[config.mk]
export PLATFORM = sky130hd
export DESIGN_NAME = updown_counter16
export DESIGN_NICKNAME = d
export VERILOG_FILES = /design/src/rtl/updown_counter16.sv
export SDC_FILE = /design/constraint.sdc
export NUM_CORES = 1
export LEC_CHECK = 0
export BUFFER_PORTS_ARGS = -buffer_cell sky130_fd_sc_hd__buf_2
export CAP_MARGIN = 30
export CORE_UTILIZATION = 48
export CTS_CLUSTER_DIAMETER = 60
export CTS_CLUSTER_SIZE = 24
export DETAILED_ROUTE_END_ITERATION = 16
export PLACE_DENSITY = 0.76
export SETUP_SLACK_MARGIN = 0.2
export SLEW_MARGIN = 20
export SYNTH_ARGS = -nofsm -noshare
export SYNTH_HDL_FRONTEND = slang
export SYNTH_SLANG_ARGS = --single-unit
[constraint.sdc]
create_clock -name clk -period 2.35 [get_ports clk]
set_clock_uncertainty 0.2 [all_clocks]
set_input_delay 0 -clock clk [delete_from_list [all_inputs] [get_ports clk]]
set_output_delay 0 -clock clk [all_outputs]
set_load 0.01 [all_outputs]
[src/rtl/updown_counter16.sv]
// updown_counter16
//   Registered up/down counter with synchronous parallel load and a registered
//   one-cycle pulse flagging any update that crossed a limit (wrapped or was
//   clamped). Used as a general datapath counter and as the core of
//   program-counter / stack-pointer style registers.
//
// Parameters
//   WIDTH       counter width in bits; arithmetic is modulo 2^WIDTH
//   RESET_VALUE value forced onto `out` while `reset` is high
//   SATURATE    0: wrap around at the limits, 1: clamp at all-zeros / all-ones
//
// Ports
//   clk    in   rising-edge clock
//   reset  in   asynchronous active-high reset
//   load   in   load `in` on the next edge (highest priority)
//   in     in   parallel load value
//   inc    in   count up by one
//   dec    in   count down by one (inc and dec together hold)
//   out    out  registered counter value
//   zero   out  combinational, high when out == 0
//   wrap   out  registered, high for the cycle after a limit crossing
module updown_counter16 #(
  parameter int unsigned      WIDTH       = 16,
  parameter logic [WIDTH-1:0] RESET_VALUE = '0,
  parameter bit               SATURATE    = 1'b0
) (
  input  logic             clk,
  input  logic             reset,
  input  logic             load,
  input  logic [WIDTH-1:0] in,
  input  logic             inc,
  input  logic             dec,
  output logic [WIDTH-1:0] out,
  output logic             zero,
  output logic             wrap
);

  localparam logic [WIDTH-1:0] ALL_ZEROS = '0;
  localparam logic [WIDTH-1:0] ALL_ONES  = '1;

  // Same arithmetic as the standalone combinational incrementer.
  function automatic logic [WIDTH-1:0] incr(input logic [WIDTH-1:0] v);
    return v + WIDTH'(1);
  endfunction

  // Decrement as an add of all-ones; the carry-out is simply dropped.
  function automatic logic [WIDTH-1:0] decr(input logic [WIDTH-1:0] v);
    return v + ALL_ONES;
  endfunction

  logic [WIDTH-1:0] next_out;
  logic             next_wrap;

  always_comb begin
    // NOTE: every output of this block gets a default first so that no path
    // leaves it unassigned, which would otherwise infer a latch.
    next_out  = out;
    next_wrap = 1'b0;

    if (load) begin
      next_out = in;
    end else if (inc && !dec) begin
      // Limit detection looks at the current value, not at the adder carry.
      if (out == ALL_ONES) begin
        next_wrap = 1'b1;
        next_out  = SATURATE ? out : incr(out);
      end else begin
        next_out  = incr(out);
      end
    end else if (dec && !inc) begin
      if (out == ALL_ZEROS) begin
        next_wrap = 1'b1;
        next_out  = SATURATE ? out : decr(out);
      end else begin
        next_out  = decr(out);
      end
    end
  end

  // NOTE: sequential state is updated with non-blocking assignments so every
  // register samples the pre-edge values, independent of statement order.
  always_ff @(posedge clk or posedge reset) begin
    if (reset) begin
      out  <= RESET_VALUE;
      wrap <= 1'b0;
    end else begin
      out  <= next_out;
      wrap <= next_wrap;
    end
  end

  assign zero = (out == ALL_ZEROS);

endmodule

==> flow_summary.ini <==
[clocking]
numCtsBuffers = 3
cts-htree-levels = 1
clk_latency_ns = 0.31
root_buffer = clkbuf_4
clk_pin_slew_worst_paths_ns = 0.12
cts_tree = yes
clock_path_buffers = 2
cts.sinks = 17

[yosys]
yosysSeqAreaShare = 0.270
synth_edf_count = 0
netlist_area_sq_mm = 0.00158
syn-num-nets = 226
ys_ff_latch = 17
ys_warn_count = 0
ys_types = 41
async_flop_share = 1.00
avgSynthCellArea_sq_um = 8.38
synthFlopType = dfrtp_1
synth_cells = 188

[finish]
layout_commonest_cell = buf_2
n_antenna_cell = 0
drive_gt1_frac = 0.412
area_delta_synth_final_pct = 59.5
fillers = 180
finalNetCount = 316
final_cell_mix = 38 x buf_2, 28 x buf_4, 23 x dlygate4sd3_1, 18 x nand2_1, 16 x a21oi_1
utilization = 0.816

[timing]
hold_ws_ns = 0.134
post-route-period-util = 0.946
max_freq_mhz = 450
setup_ws_ns = 0.128
slew_headroom = 0.516
finalSetupTns_ns = 0
drv_slew = 0
setup_violations = 0
rsz0062_at_grt = true
hold_viol_final = 0
tightest_slew_ns = 0.725
min_period_ns = 2.22

[detailed_routing]
postRouteAntennaNets = 0
firstDrtPassIters = 4
drtIter0Drc = 106
wl_per_cell_um = 16.7
drc_errors = 0
drt_wl_total_um = 5370
vias = 1876
via_per_inst = 5.84

[grt]
grt_first_pass_wirelength_um = 7910
gr-total-overflow = 0
track_usage = 0.302
grt_pass1_vias = 1798
antenna_found_initial = 0
grt_max_degree = 32

[floorplan]
num_rows = 20
fp.dieArea_sq_mm = 0.00351
die_x_um = 59.3
start_util = 0.512
num_io_pins = 39
die_y_um = 59.3
core_area_sq_mm = 0.00308

[setup_path]
path_max_fanout = 5
crit_cells = 8
crit_path_end_kind = flip-flop
critPathSlowestCell = dfrtp_1
critPathRequiredTime_ns = 2.33
r2r_cells = 8
r2r_slack_ns = 0.13
cp-start-kind = flip-flop
max_stage_delay_ns = 0.44
critPathArrivalTime_ns = 2.20
cp.buffers_inverters = 0
critical_path_class = flip-flop to flip-flop
crit_chain = ha_1 -> a21oi_2 -> a21oi_1 -> a21o_1 -> a41o_1 -> mux2i_1 -> xnor2_1 -> o21ai_1
path_delay_family = compound AO/OA/AOI/OAI gates

[place]
pre_cts_ws_ns = 0.0292
place.port_buffers = 38
gp_congestion = 0.950
hpwl_um = 3140

[min_path]
hp-class = input pin to asynchronous set/reset pin

[status]
status = finished clean

[run]
max-cap-violations = 0

[power_and_ir_drop]
max-vdd-ir-drop_mv = 0.445
power_density_mw_per_mm2 = 730
power_leakage_nw = 1.10
power.total_w = 0.00183
synthesized netlist by cell type, drive strengths merged, types with 2 or more instances:
library cell  instances  area share
nand4                 5       0.020
mux2                  7       0.050
nor2                 13       0.033
a21oi                22       0.070
nor3                  4       0.013
xnor2                 9       0.050
nor4                  6       0.024
mux2i                 2       0.013
nor2b                 2      0.0079
nor4b                 2       0.011
dfrtp                17        0.27
nand2b                2      0.0079
nor3b                 2      0.0095
o21ai                20       0.064
nand2                18       0.043
buf                   3      0.0095
a31oi                 3       0.012
and2                  2      0.0087
inv                   8       0.019
ha                   16        0.13
a21o                  4       0.019
xor2                  4       0.022
o211ai                2       0.013
clkbuf                2      0.0048
final timing paths:
| kind | start | endpoint |
|---|---|---|
| setup / recovery | out[11] | out[15] |
| hold / removal | reset | out[13] |
| setup reg to reg | out[11] | out[15] |
| hold reg to reg | out[0] | out[0] |
| max in group asynchronous | reset | out[6] |
| min in group clk | inc | wrap |
metal layers:
layer,GRT usage,share of wire,routed length [um],vias to the layer above
li1,-,-,-,882
met1,0.355,0.41,2230,863
met2,0.506,0.48,2580,95
met3,0.0633,0.055,295,36
met4,0.173,0.050,267,0
met5,0,0,0,-
logic make-up after synthesis:
| logic type | after synthesis | share of synthesized area |
|---|---|---|
| flip-flops | 17 | 0.270 |
| AND/OR/NAND/NOR | 58 | 0.187 |
| AO/OA/AOI/OAI | 61 | 0.234 |
| multiplexers | 9 | 0.0628 |
| XOR/XNOR | 13 | 0.0723 |
| buffers and inverters | 13 | 0.0334 |
| adder cells (fa/ha/maj) | 17 | 0.140 |
worst reg2reg max path, delay by kind of cell, from the launching register on:
family	cells	cell delay (ns)
muxes	1	0.18
xor gates and xnor gates	1	0.14
AOI/OAI and AO/OA	5	0.77
adders and majority gates	1	0.36
DFF	1	0.44
where the power goes:
group | switching (W) | internal (W) | total, W
Combinational | 0.000611 | 0.000626 | 0.00124
Sequential | 0.0000706 | 0.000350 | 0.000421
Clock | 0.000110 | 0.0000664 | 0.000177
Total | 0.000792 | 0.00104 | 0.00183
per-stage QoR:
stage | cells | instance area [sq um]
2_1_floorplan | 188 | 1620
3_3_place_gp | 283 | 1990
3_5_place_dp | 283 | 1990
4_1_cts | 315 | 2390
5_1_grt | 321 | 2510
6_report | 321 | 2510
repair_timing:
| item | CTS | global route |
|---|---|---|
| setup endpoints to repair | 12 | 11 |
| hold buffers | 23 | 0 |
| hold endpoints to repair | 34 | 0 |
| resized for setup | 15 | 21 |
| setup buffers | 5 | 6 |
| pin swaps | 10 | 14 |
flip-flops by register name, indices dropped and copies added, names as in the netlist:
register,cells
wrap,1
out,16
cell type report:
cell class / count / area [sq um] / area share
inverters: 8 / 30.0 / 0.0120
well taps: 44 / 55.1 / 0.0219
multi-input cells: 158 / 1320 / 0.525
repair buffers: 90 / 651 / 0.259
clock buffers: 4 / 26.3 / 0.0105
flip-flops and latches: 17 / 430 / 0.171
(Power assumes the default switching activity.)
